==> src/rtl/magnitude_search_if.sv <==
// Comparator-side bundle for magnitude_search: start request, comparator flags and result outputs.
// master = search controller, slave = start source / comparator / LED side.
interface magnitude_search_if #(
  parameter int WIDTH = 4
);
  logic             start;
  logic             a_greater_b;
  logic             a_lesser_b;
  logic             a_equal_b;
  logic [WIDTH-1:0] probe;
  logic             busy;
  logic             done;
  logic             found;
  logic [WIDTH-1:0] value;
  logic [3:0]       steps;
  logic             error;

  modport master (
    input  start, a_greater_b, a_lesser_b, a_equal_b,
    output probe, busy, done, found, value, steps, error
  );

  modport slave (
    output start, a_greater_b, a_lesser_b, a_equal_b,
    input  probe, busy, done, found, value, steps, error
  );
endinterface

==> src/rtl/magnitude_search.sv <==
// Binary-search controller that recovers a hidden WIDTH-bit operand from gt/lt/eq comparator flags.
// Optional FLAG_CHECK_EN: non-one-hot flags abort the search with error set.
module magnitude_search #(
  parameter int WIDTH           = 4,
  parameter int COMPARE_LATENCY = 0
) (
  input  logic               clk,
  input  logic               rst_n,
  magnitude_search_if.master bus
);
  typedef enum logic [2:0] {S_IDLE, S_LOAD, S_WAIT, S_SAMPLE, S_DONE, S_FAIL} state_e;

  localparam logic [WIDTH-1:0] MAXV       = '1;
  localparam int               WCW        = (COMPARE_LATENCY < 1) ? 1 : $clog2(COMPARE_LATENCY + 1);
  localparam logic [3:0]       STEP_LIMIT = 4'(WIDTH + 1);

  state_e           state_q, state_d;
  logic [WIDTH-1:0] lo_q, lo_d, hi_q, hi_d;
  logic [WIDTH-1:0] probe_q, probe_d, value_q, value_d;
  logic [WCW-1:0]   wait_q, wait_d;
  logic [3:0]       steps_q, steps_d;
  logic             found_q, found_d;
  logic             err_q, err_d;
  logic [WIDTH:0]   mid_sum;
  logic             busy, done;

  always_ff @(posedge clk) begin
    if (!rst_n) begin
      state_q <= S_IDLE;
      lo_q    <= '0;
      hi_q    <= '0;
      probe_q <= '0;
      value_q <= '0;
      wait_q  <= '0;
      steps_q <= '0;
      found_q <= 1'b0;
      err_q   <= 1'b0;
    end else begin
      state_q <= state_d;
      lo_q    <= lo_d;
      hi_q    <= hi_d;
      probe_q <= probe_d;
      value_q <= value_d;
      wait_q  <= wait_d;
      steps_q <= steps_d;
      found_q <= found_d;
      err_q   <= err_d;
    end
  end

  // Midpoint at WIDTH+1 bits so lo+hi cannot wrap.
  assign mid_sum = {1'b0, lo_q} + {1'b0, hi_q};

  always_comb begin
    state_d = state_q;
    lo_d    = lo_q;
    hi_d    = hi_q;
    probe_d = probe_q;
    value_d = value_q;
    wait_d  = wait_q;
    steps_d = steps_q;
    found_d = found_q;
    err_d   = err_q;
    case (state_q)
      S_IDLE: begin
        if (bus.start) begin
          state_d = S_LOAD;
          found_d = 1'b0;
          value_d = '0;
          steps_d = '0;
          err_d   = 1'b0;
          lo_d    = '0;
          hi_d    = MAXV;
        end
      end
      S_LOAD: begin
        probe_d = WIDTH'(mid_sum >> 1);
        wait_d  = WCW'(COMPARE_LATENCY);
        state_d = S_WAIT;
      end
      S_WAIT: begin
        if (wait_q == '0) state_d = S_SAMPLE;
        else              wait_d  = wait_q - WCW'(1);
      end
      S_SAMPLE: begin
        steps_d = steps_q + 4'd1;
`ifdef FLAG_CHECK_EN
        if (!$onehot({bus.a_greater_b, bus.a_lesser_b, bus.a_equal_b})) begin
          err_d   = 1'b1;
          state_d = S_FAIL;
        end else
`endif
        if (bus.a_equal_b) begin
          value_d = probe_q;
          found_d = 1'b1;
          state_d = S_DONE;
        end else if (bus.a_greater_b) begin
          if (probe_q == MAXV) begin
            state_d = S_FAIL;
          end else begin
            lo_d    = probe_q + WIDTH'(1);
            state_d = (lo_d > hi_q || steps_d == STEP_LIMIT) ? S_FAIL : S_LOAD;
          end
        end else begin
          // lt, or no flag at all, narrows from above
          if (probe_q == '0) begin
            state_d = S_FAIL;
          end else begin
            hi_d    = probe_q - WIDTH'(1);
            state_d = (lo_q > hi_d || steps_d == STEP_LIMIT) ? S_FAIL : S_LOAD;
          end
        end
      end
      S_DONE:  state_d = S_IDLE;
      S_FAIL:  state_d = S_IDLE;
      default: state_d = S_IDLE;
    endcase
  end

  always_comb begin
    busy = 1'b0;
    done = 1'b0;
    case (state_q)
      S_LOAD, S_WAIT, S_SAMPLE: busy = 1'b1;
      S_DONE, S_FAIL:           done = 1'b1;
      default: ;
    endcase
  end

  assign bus.probe = probe_q;
  assign bus.busy  = busy;
  assign bus.done  = done;
  assign bus.found = found_q;
  assign bus.value = value_q;
  assign bus.steps = steps_q;
`ifdef FLAG_CHECK_EN
  assign bus.error = err_q;
`else
  assign bus.error = 1'b0;
`endif

endmodule
==> src/flat_wrapper.sv <==
// flat-port wrapper written by rule: the top's interface ports become plain ports
module magnitude_search_flat 
#(
  parameter int WIDTH           = 4,
  parameter int COMPARE_LATENCY = 0
)
  (clk, rst_n, bus_start, bus_a_greater_b, bus_a_lesser_b, bus_a_equal_b, bus_probe, bus_busy, bus_done, bus_found, bus_value, bus_steps, bus_error);
  magnitude_search_if #(.WIDTH(WIDTH)) bus_i ();
  input  logic clk;
  input  logic rst_n;
  input wire logic [$bits(bus_i.start)-1:0] bus_start;
  input wire logic [$bits(bus_i.a_greater_b)-1:0] bus_a_greater_b;
  input wire logic [$bits(bus_i.a_lesser_b)-1:0] bus_a_lesser_b;
  input wire logic [$bits(bus_i.a_equal_b)-1:0] bus_a_equal_b;
  output wire logic [$bits(bus_i.probe)-1:0] bus_probe;
  output wire logic [$bits(bus_i.busy)-1:0] bus_busy;
  output wire logic [$bits(bus_i.done)-1:0] bus_done;
  output wire logic [$bits(bus_i.found)-1:0] bus_found;
  output wire logic [$bits(bus_i.value)-1:0] bus_value;
  output wire logic [$bits(bus_i.steps)-1:0] bus_steps;
  output wire logic [$bits(bus_i.error)-1:0] bus_error;
  assign bus_i.start = bus_start;
  assign bus_i.a_greater_b = bus_a_greater_b;
  assign bus_i.a_lesser_b = bus_a_lesser_b;
  assign bus_i.a_equal_b = bus_a_equal_b;
  assign bus_probe = bus_i.probe;
  assign bus_busy = bus_i.busy;
  assign bus_done = bus_i.done;
  assign bus_found = bus_i.found;
  assign bus_value = bus_i.value;
  assign bus_steps = bus_i.steps;
  assign bus_error = bus_i.error;
  magnitude_search #(.WIDTH(WIDTH), .COMPARE_LATENCY(COMPARE_LATENCY)) u_core (.clk(clk), .rst_n(rst_n), .bus(bus_i));
endmodule
==> config.mk <==
export PLATFORM = sky130hd
export DESIGN_NAME = magnitude_search_flat
export DESIGN_NICKNAME = d
export VERILOG_FILES = /design/src/rtl/magnitude_search_if.sv /design/src/rtl/magnitude_search.sv /design/src/flat_wrapper.sv
export SDC_FILE = /design/constraint.sdc
export NUM_CORES = 1
export LEC_CHECK = 0
export ABC_CLOCK_PERIOD_IN_PS = 2100
export CORE_AREA = 5 5 66 68
export DETAILED_ROUTE_END_ITERATION = 8
export DIE_AREA = 0 0 71 73
export GPL_TIMING_DRIVEN = 0
export PLACE_DENSITY = 0.65
export SETUP_SLACK_MARGIN = 0.05
export SKIP_CTS_REPAIR_TIMING = 1
export SLEW_MARGIN = 15
export SYNTH_ARGS = -nofsm -noshare
export SYNTH_HDL_FRONTEND = slang
export SYNTH_SLANG_ARGS = --single-unit
export TNS_END_PERCENT = 1
==> constraint.sdc <==
create_clock -name clk -period 2.1 [get_ports clk]
set_input_delay 0.315 -clock clk [delete_from_list [all_inputs] [get_ports clk]]
set_output_delay 0.315 -clock clk [all_outputs]
set_load 0.05 [all_outputs]
== Word-level counts from Yosys, hierarchy flattened ==
Index checks and enable logic that the tools add are counted.
W data, S select, Z words.

* Add/subtract/negate cells: 5
* Order comparisons: 2
* Eq/ne operators: 15
* Muxes and demuxes: 29
* Reduce and logical (&&, ||, !) cells: 13

{| class="wikitable"
|+ Operators by type and width
! cell !! number
|-
| $mux W4 || 9
|-
| $pmux W4 S2 || 4
|-
| $mux W3 || 8
|-
| $ne A2 B2 Y1 const B || 8
|-
| $pmux W3 S4 || 1
|-
| $reduce_and A5 Y1 || 2
|-
| $add A4 B1 Y4 const B || 2
|-
| $gt A4 B4 Y1 || 2
|-
| $eq A3 B2 Y1 const B || 2
|-
| $eq A3 B3 Y1 const B || 2
|-
| $add A4 B4 Y5 || 1
|-
| $mux W1 || 5
|-
| $eq A4 B3 Y1 const B || 1
|-
| $eq A4 B4 Y1 const B || 1
|-
| $logic_not A4 Y1 || 1
|-
| $pmux W1 S2 || 2
|-
| $reduce_and A2 Y1 || 2
|-
| $reduce_bool A2 Y1 || 2
|-
| $sub A4 B1 Y4 const B || 1
|-
| $eq A3 B1 Y1 const B || 1
|-
| $logic_not A3 Y1 || 1
|-
| $reduce_and A3 Y1 || 1
|-
| $reduce_or A3 Y1 || 1
|-
| $logic_or A1 B1 Y1 || 2
|-
| 2 further kinds || 2
|}

* Register bits: 25
* Input bits: 6
* Output and inout port bits: 16
* Word-level logic and storage cells: 72

== Longest topological paths before layout ==
Gate-level depths: netlist (run 1).

* Depth in word-level cells: 8
* Gate-level depth with buffers: 8
* Mapped depth without buffers: 8

== Worst setup path after synthesis (run 1) ==
Ideal clock, no wire load.

* Path type: reg-to-reg
* From: register u_core.probe_q[0] (netlist: u_core.bus.probe[0])
* To: register u_core.state_q[2]
* Setup time: 0.125 ns
* Arrival time: 2.282 ns
* Required time: 1.975 ns
* Path slack: -0.307 ns
* Cell stages (with the launch flop): 8
* Path buffers: 0
* Clock period less this slack: 2.407 ns
* Path through: dfxtp_1 -> inv_1 -> ha_1 -> ha_1 -> and3b_1 -> a2111oi_0 -> o21a_1 -> o31ai_1

* Longest elaborated chain between the ends: 8
* Elaborated cells between the ends (all ways): 15
* Classes of those cells: 2 x add/sub; 2 x order compare; 1 x eq/ne; 7 x mux; 3 x reduce/logical

{| class="wikitable"
|+ RTL lines
! element !! RTL line !! RTL
|-
| start: declaration || magnitude_search.sv:19 || <nowiki>logic [WIDTH-1:0] probe_q, probe_d, value_q, value_d;</nowiki>
|-
| start signal: assignment || magnitude_search.sv:42 || <nowiki>probe_q <= probe_d;</nowiki>
|-
| $sub A4 B1 Y4 or $add A4 B1 Y4 (tied branches) || magnitude_search.sv:109, magnitude_search.sv:101 ||
|-
| $gt A4 B4 Y1 (on tied branches) || magnitude_search.sv:110, magnitude_search.sv:102 ||
|-
| $logic_or A1 B1 Y1 (on tied branches) || magnitude_search.sv:110, magnitude_search.sv:102 ||
|-
| $mux W3 (on tied branches) || magnitude_search.sv:110, magnitude_search.sv:102 ||
|-
| $mux W3 (on tied branches) || magnitude_search.sv:106, magnitude_search.sv:98 ||
|-
| $mux W3 (*) || magnitude_search.sv:97 || <nowiki>end else if (bus.a_greater_b) begin</nowiki>
|-
| $mux W3 (*) || magnitude_search.sv:93 || <nowiki>if (bus.a_equal_b) begin</nowiki>
|-
| $pmux W3 S4 (*) || magnitude_search.sv:64 || <nowiki>case (state_q)</nowiki>
|-
| end signal: assignment || magnitude_search.sv:39 || <nowiki>state_q <= state_d;</nowiki>
|-
| end: declaration || magnitude_search.sv:17 || <nowiki>state_e state_q, state_d;</nowiki>
|}

Mark *: on every way between the ends. The rest lies on a longest branch, timed or not.
A chain may end at the register's enable or synchronous reset.

== Final worst setup path (run 1) ==
Ends and elaborated chain as after synthesis.

==> results.py, run 1 <==
metrics = {
    "detailed_routing": {
        "wl_per_cell_um": 15.2,
        "num_vias": 1407,
        "drt_iter0_drc": 65,
        "routed_via_density": 5.61,
        "drtPass1Iterations": 4,
        "route.detailed.drc": 0,
        "antenna_left": 0,
        "routed_wl_um": 3830,
    },
    "sta": {
        "fin_tns_setup_ns": 0,
        "rsz0062_at_grt": "true",
        "timing.final.crit_share_pct": 96.3,
        "setup_viol": 0,
        "max_slew_margin_pct": 63.4,
        "fin_skew_ns": 0.00303,
        "slew_violations": 0,
        "hold_viol_final": 0,
        "period_minus_slack_ns": 2.02,
        "worst-slew-pin-transition_ns": 0.548,
        "max_freq_mhz": 494,
    },
    "global_routing": {
        "grt_pass1_wl_um": 6160,
        "met1_usage_pct": 17.7,
        "grt.overflow.total": 0,
        "grt_start_max_net_pins": 14,
        "met2_usage_pct": 27.2,
        "grt_use_total_pct": 15.1,
        "grt.busiest_layer": "met2",
        "antenna_found_initial": 0,
        "grt_pass1_vias": 1313,
        "grt_use_met3_pct": 1.93,
    },
    "yosys": {
        "netlist_area_um2": 1580,
        "ys.flop_type": "dfxtp_1",
        "avgSynthCellArea_um2": 8.73,
        "post-synth-top-count-cell": "dfxtp_1",
        "syn_inst": 181,
        "syn_nets": 203,
        "synth-seq-area-share_pct": 30.4,
        "synth_common_cells": "dfxtp_1 (24), ha_1 (15), a21oi_1 (12)",
        "ys_warn_count": 0,
        "async_reset_ff_share_pct": 0,
        "synth_area_leaders": "dfxtp_1 (30%), ha_1 (12%), nand4_1 (4.4%)",
        "synth.largest_area_cell": "dfxtp_1",
        "synth_top_area_share_pct": 30.4,
        "ys_ff_latch": 24,
        "synth_edf_count": 0,
        "synth_cell_type_count": 48,
    },
    "floorplan": {
        "rows": 23,
        "fp.dieW_um": 71,
        "die_h_um": 73,
        "core_area_um2": 3800,
        "ios": 22,
        "die-area_um2": 5180,
        "start_util_pct": 41.6,
    },
    "placement": {
        "placed_cells": 248,
        "gp_congestion": 0.838,
        "port_buffers": 17,
        "place_hpwl_um": 2820,
    },
    "critical_path": {
        "cp.required_ns": 2.26,
        "critPathMaxFanout": 9,
        "arrival_ns": 2.18,
        "end_kind": "flip-flop",
        "worst-setup-path-type": "flip-flop to flip-flop",
        "cp-start-kind": "flip-flop",
    },
    "clock_network": {
        "cts_buffers": 3,
        "root_buffer": "clkbuf_8",
        "cts_tree": "built",
        "cts.clk_slew.worst_paths_ns": 0.09,
        "cts_sinks": 24,
        "clk_path_buf_depth": 2,
        "htreeDepth": 1,
        "insertion_delay_ns": 0.27,
    },
    "outcome": {
        "status": "complete, no violations",
    },
    "cells_and_area": {
        "nNetsFinal": 224,
        "drive_above_1_share_pct": 15.4,
        "syn2layout_area_growth_pct": 23.8,
        "instances_no_fill": 251,
        "nFillCells": 361,
        "n_antenna_cell": 0,
    },
    "pwr": {
        "pwr_density_cell_nw_per_um2": 695,
        "power.leakage_nw": 0.767,
        "ir_worst_vdd_uv": 301,
    },
    "job": {
        "drv_cap": 0,
    },
    "hold_path": {
        "hp-class": "primary input to flip-flop",
    },
}
## final timing paths
kind,to,slack (ns),startpoint,cells after the start
worst max-delay path,u_core.state_q[2]$_SDFFE_PN0P_,0.08,u_core.bus.probe[0]$_SDFFE_PN0P_,7
worst min-delay path,u_core.state_q[2]$_SDFFE_PN0P_,0.43,rst_n,3
worst max register to register,u_core.state_q[2]$_SDFFE_PN0P_,0.08,u_core.bus.probe[0]$_SDFFE_PN0P_,7
worst min register to register,u_core.bus.found$_SDFFE_PN0P_,0.45,u_core.bus.found$_SDFFE_PN0P_,2
## sequential cells by signal, indices dropped and copies added, names as in the netlist
name	cells
u_core.bus.found	1
u_core.bus.probe	4
u_core.bus.value	4
u_core.state_q	3
u_core.hi_q	4
u_core.lo_q	4
u_core.bus.steps	4
## critical path: stages (launching register included)
cell and delay, ns:
dfxtp_4 0.43, ha_2 0.25, xor2_4 0.19, ha_4 0.23
and3b_1 0.19, a2111oi_2 0.35, o21a_1 0.20, o31ai_1 0.06
## metal layers
metal | up-vias | routed length [µm]
li1 | 691 | -
met1 | 683 | 1710
met2 | 29 | 1940
met3 | 4 | 113
met4 | 0 | 63
met5 | - | 0
## power by group
group	leakage (nW)	switching, mW	internal (mW)
Sequential	0.198	0.0438	0.487
Combinational	0.540	0.286	0.219
Clock	0.0288	0.156	0.168
Total	0.767	0.486	0.874
## logic make-up after synthesis
group	after synthesis	synth area share, %
flip-flops	24	30.4
adder cells (fa/ha/maj)	16	13.1
AND/OR/NAND/NOR	61	23.5
AO/OA/AOI/OAI	50	21.9
other	1	0.237
buffers and inverters	23	7.52
XOR/XNOR	6	3.33
## placed cells by master, fill, tap and decap left out, types with 6 or more instances in the layout
master,count
a21boi_1,9
a21oi_1,12
and3b_1,7
clkdlybuf4s50_1,16
dfxtp_1,20
ha_1,12
inv_1,10
nand2_1,7
nand3_1,11
nand4_1,11
nor2_1,6
o21ai_0,10
## layout make-up
cell class              instances  area, µm²  share of cell area (%)
multi-input cells             134       1060                    54.0
clock buffers                   4       55.1                    2.81
plain buffers                  11       75.1                    3.84
repair buffers                 17        173                    8.82
well taps                      50       62.6                    3.20
inverters                      11       41.3                    2.11
flip-flops and latches         24        493                    25.2
## through the flow
| stage | power [mW] | hold slack (ns) | worst slack, ns | area [µm²] | utilization (%) |
|---|---|---|---|---|---|
| floorplan | 0.875 | 0.469 | 0.0549 | 1590 | - |
| global placement | 0.974 | 0.441 | -0.00197 | 1820 | 48.0 |
| detailed placement | 0.989 | 0.447 | -0.0531 | 1820 | 48.0 |
| CTS | 1.31 | 0.427 | -0.0595 | 1880 | 49.5 |
| global route | 1.43 | 0.483 | 0.0188 | 1960 | 51.5 |
| finish | 1.36 | 0.429 | 0.0776 | 1960 | 51.5 |
(Power assumes the default switching activity.)
==> run 2: changes to the inputs <==
- SETUP_SLACK_MARGIN: 0.05 -> 0.3
==> results.py, run 2 (synthesis gave the netlist of run 1 again) <==
metrics = {
    "critical_path": {
        "arrival_ns": 1.71,
        "worst-setup-path-type": "flip-flop to output port",
        "end_kind": "output port",
        "cp.required_ns": 1.78,
        "critPathMaxFanout": 9,
        "cp-start-kind": "flip-flop",
    },
    "cells_and_area": {
        "drive_above_1_share_pct": 14.4,
        "post-route-util_pct": 51.1,
        "instances_no_fill": 252,
        "layout_commonest_cell": "dfxtp_1",
        "n_antenna_cell": 0,
        "nFillCells": 379,
        "final_area_um2": 1940,
        "final_cell_mix": "dfxtp_1 (20), clkdlybuf4s50_1 (16), ha_1 (13)",
        "syn2layout_area_growth_pct": 22.7,
        "nNetsFinal": 225,
    },
    "detailed_routing": {
        "dr.max_layer_used": "met4",
        "route.detailed.drc": 0,
        "route.met2.wl_um": 1850,
        "wl_met3_um": 119,
        "wl_met1_um": 1680,
        "drt_iter0_drc": 89,
        "wl_per_cell_um": 14.6,
        "antenna_left": 0,
        "routed_wl_um": 3680,
        "drtPass1Iterations": 4,
        "routed_via_density": 5.34,
        "num_vias": 1345,
    },
    "clock_network": {
        "cts_sinks": 24,
        "root_buffer": "clkbuf_8",
        "insertion_delay_ns": 0.26,
        "cts_tree": "built",
        "clk_path_buf_depth": 2,
        "cts.clk_slew.worst_paths_ns": 0.08,
        "cts_buffers": 3,
        "htreeDepth": 1,
    },
    "placement": {
        "place_hpwl_um": 2850,
        "placed_cells": 248,
        "port_buffers": 17,
        "gp_congestion": 0.836,
        "place_ws_ns": 0.0748,
        "place_area_um2": 1880,
    },
    "sta": {
        "rsz0062_at_grt": "true",
        "fin_tns_setup_ns": 0,
        "setup_viol": 0,
        "hold_viol_final": 0,
        "fin_skew_ns": 0.00256,
        "timing.final.crit_share_pct": 96.2,
        "period_minus_slack_ns": 2.02,
        "worst-slew-pin-transition_ns": 0.510,
        "max_slew_margin_pct": 65.9,
        "slew_violations": 0,
        "max_freq_mhz": 495,
        "setup_slack_ns": 0.0791,
    },
    "global_routing": {
        "grt_use_total_pct": 15.1,
        "grt_pass1_vias": 1351,
        "antenna_found_initial": 0,
        "grt_start_max_net_pins": 14,
        "grt_pass1_wl_um": 6200,
        "grt.overflow.total": 0,
    },
    "job": {
        "drv_cap": 0,
    },
    "floorplan": {
        "fp.dieW_um": 71,
        "start_util_pct": 41.6,
        "rows": 23,
        "die-area_um2": 5180,
        "ios": 22,
        "core_area_um2": 3800,
        "die_h_um": 73,
    },
    "pwr": {
        "pwr-share-clk_pct": 21.5,
        "p_sw_share_pct": 35.7,
        "pwr_density_cell_nw_per_um2": 669,
        "p_switching_mw": 0.464,
        "comb_power_share_pct": 37.7,
        "power.leakage_nw": 0.767,
        "p_int_mw": 0.834,
        "pwr-share-seq_pct": 40.8,
        "ir_worst_vdd_uv": 249,
    },
    "outcome": {
        "status": "complete, no violations",
    },
    "hold_path": {
        "hp-class": "flip-flop to flip-flop",
    },
}
run 2: cell types whose count changed in the layout (fill, tap and decap cells not counted), sizes merged:
cell / before / now
clkbuf: 9 / 10
run 2: per-stage QoR:
stage / power (mW) / hold WS (ns)
after floorplan: 0.903 / 0.469
after global placement: 1.01 / 0.441
after detailed placement: 1.02 / 0.452
after CTS: 1.30 / 0.464
after global routing: 1.38 / 0.502
final: 1.30 / 0.458
run 2: power groups by stage:
| stage | logic [mW] | clock network (mW) | registers [mW] |
|---|---|---|---|
| finish | 0.490 | 0.279 | 0.529 |
| global route | 0.539 | 0.304 | 0.534 |
| CTS | 0.480 | 0.288 | 0.529 |
| detailed placement | 0.477 | 0 | 0.540 |
| global placement | 0.469 | 0 | 0.537 |
| floorplan | 0.338 | 0 | 0.565 |
run 2: worst paths after layout:
path / from / end / slack, ns / cells past startpoint
setup / recovery: u_core.state_q[1]$_SDFFE_PN0P_ / bus_done / 0.08 / 3
hold / removal: u_core.bus.found$_SDFFE_PN0P_ / u_core.bus.found$_SDFFE_PN0P_ / 0.46 / 2
setup reg to reg: u_core.bus.probe[0]$_SDFFE_PN0P_ / u_core.state_q[2]$_SDFFE_PN0P_ / 0.15 / 8
hold reg to reg: u_core.bus.found$_SDFFE_PN0P_ / u_core.bus.found$_SDFFE_PN0P_ / 0.46 / 2
run 2: layout make-up:
cell class                      instances  area (µm²)  share of cell area (%)
Buffer                                 12        88.8                    4.58
Multi-Input combinational cell        134        1030                    53.2
Sequential cell                        24         495                    25.5
Clock buffer                            4        45.0                    2.32
Inverter                               11        43.8                    2.26
Timing Repair Buffer                   17         173                    8.90
Tap cell                               50        62.6                    3.23
run 2: layer usage:
metal,vias up,track usage [%]
met1,631,18.0
met3,2,1.79
met2,23,27.8
met4,0,5.01
met5,-,0
li1,689,-
run 2: critical path: stages (launching register included):
cell and delay [ns]:
dfxtp_1 0.32, buf_6 0.13, and2b_1 0.19, clkdlybuf4s50_1 0.80
==> run 3: changes to the inputs <==
- CORE_AREA: 5 5 66 68 -> 3 3 64 66
- DIE_AREA: 0 0 71 73 -> 0 0 67 69
- RECOVER_POWER: unset -> 50
==> results.py, run 3 (synthesis gave the netlist of run 1 again) <==
metrics = {
    "clock_network": {
        "insertion_delay_ns": 0.27,
        "root_buffer": "clkbuf_8",
        "clk_path_buf_depth": 2,
        "cts.clk_slew.worst_paths_ns": 0.08,
        "htreeDepth": 1,
        "cts_sinks": 24,
        "cts_tree": "built",
        "cts_buffers": 3,
    },
    "sta": {
        "fin_tns_setup_ns": 0,
        "rsz0062_at_grt": "true",
        "fin_skew_ns": 0.00430,
        "slew_violations": 0,
        "setup_viol": 0,
        "setup_slack_ns": 0.0968,
        "period_minus_slack_ns": 2.00,
        "worst-slew-pin-transition_ns": 0.594,
        "max_freq_mhz": 499,
        "hold_viol_final": 0,
        "max_slew_margin_pct": 60.6,
        "timing.final.crit_share_pct": 95.4,
    },
    "critical_path": {
        "worst-setup-path-type": "flip-flop to output port",
        "cp.required_ns": 1.78,
        "critPathMaxFanout": 9,
        "end_kind": "output port",
        "crit_family": "buffers and inverters",
        "slowest_stage": "clkdlybuf4s50_1",
        "cp-start-kind": "flip-flop",
        "reg2regPathDepth": 8,
        "worst-path-buf-inv": 2,
        "crit_cells": 3,
        "slowest_delay_ns": 0.79,
        "arrival_ns": 1.69,
        "path_cells": "buf_6 > and2b_1 > clkdlybuf4s50_1",
    },
    "floorplan": {
        "fp.dieW_um": 67,
        "die-area_um2": 4620,
        "ios": 22,
        "start_util_pct": 43.5,
        "rows": 22,
        "die_h_um": 69,
        "core_area_um2": 3630,
    },
    "detailed_routing": {
        "num_vias": 1378,
        "routed_via_density": 5.51,
        "drtPass1Iterations": 4,
        "route.detailed.drc": 0,
        "routed_wl_um": 3730,
        "drt_iter0_drc": 76,
        "antenna_left": 0,
        "wl_per_cell_um": 14.9,
    },
    "pwr": {
        "ir_worst_vdd_uv": 276,
        "pwr_density_cell_nw_per_um2": 674,
        "power.total_mw": 1.28,
        "power.leakage_nw": 0.743,
    },
    "global_routing": {
        "grt_start_max_net_pins": 14,
        "grt_pass1_wl_um": 6410,
        "grt_pass1_vias": 1352,
        "grt_use_total_pct": 17.5,
        "grt.overflow.total": 0,
        "antenna_found_initial": 0,
    },
    "placement": {
        "port_buffers": 17,
        "place_area_um2": 1880,
        "place_hpwl_um": 2920,
        "gp_congestion": 0.890,
        "place_ws_ns": 0.0547,
    },
    "cells_and_area": {
        "nNetsFinal": 225,
        "final_cell_mix": "dfxtp_1 (20), ha_1 (13), clkdlybuf4s50_1 (13)",
        "drive_above_1_share_pct": 12.4,
        "regArea_um2": 495,
        "syn2layout_area_growth_pct": 20.6,
        "layout_commonest_cell": "dfxtp_1",
        "final_area_um2": 1910,
        "nFillCells": 365,
        "n_antenna_cell": 0,
        "multi_input_area_um2": 1020,
    },
    "job": {
        "drv_cap": 0,
    },
    "hold_path": {
        "hp-class": "flip-flop to flip-flop",
        "hold_depth": 2,
    },
    "outcome": {
        "status": "complete, no violations",
    },
}
## run 3: cell count changes in the layout (fill, tap and decap cells not counted), moves of 2 or more
cell | before | now
and2_1 | 3 | 1
dlygate4sd3_1 | 0 | 3
clkdlybuf4s50_1 | 16 | 13
clkbuf_1 | 5 | 8
and2_0 | 0 | 2
## run 3: layout make-up
class / instances / area share, %
Clock buffer: 4 / 2.36
Inverter: 11 / 2.30
Tap cell: 48 / 3.15
Timing Repair Buffer: 17 / 8.60
Multi-Input combinational cell: 134 / 53.4
Sequential cell: 24 / 26.0
Buffer: 12 / 4.20
## run 3: worst paths after layout
kind,slack (ns),endpoint,from
max reg2reg,0.18,u_core.state_q[2]$_SDFFE_PN0P_,u_core.bus.probe[0]$_SDFFE_PN0P_
min reg2reg,0.46,u_core.bus.found$_SDFFE_PN0P_,u_core.bus.found$_SDFFE_PN0P_
min,0.46,u_core.bus.found$_SDFFE_PN0P_,u_core.bus.found$_SDFFE_PN0P_
max,0.1,bus_done,u_core.state_q[1]$_SDFFE_PN0P_
## run 3: worst register-to-register path, delay by kind of cell (launching register included)
kind	cells	cell delay (ns)
AO/OA/AOI/OAI	3	0.53
XOR/XNOR	1	0.24
adder cells (fa/ha/maj)	2	0.46
buffers and inverters	1	0.07
flip-flops	1	0.44
AND/OR/NAND/NOR	1	0.07
## run 3: where the power goes
part	switching, mW	leakage (nW)	internal (mW)
Combinational	0.274	0.522	0.194
Sequential	0.0404	0.198	0.487
Clock	0.152	0.0228	0.136
Total	0.467	0.743	0.817
## run 3: through the flow
| stage | hold WS [ns] | utilization (%) | cells |
|---|---|---|---|
| after floorplan | 0.469 | - | 181 |
| after CTS | 0.461 | 52.9 | 250 |
| after detailed placement | 0.448 | 51.6 | 246 |
| after global routing | 0.479 | 52.4 | 250 |
| after global placement | 0.441 | 51.6 | 246 |
| final | 0.457 | 52.4 | 250 |
## run 3: layer usage
layer  track usage (%)  share of wire (%)  vias up
li1                  -                  -      692
met1              22.8                 47      655
met2              29.1                 48       24
met3              2.44                3.5        7
met4              5.18                1.5        0
met5                 0                  0        -
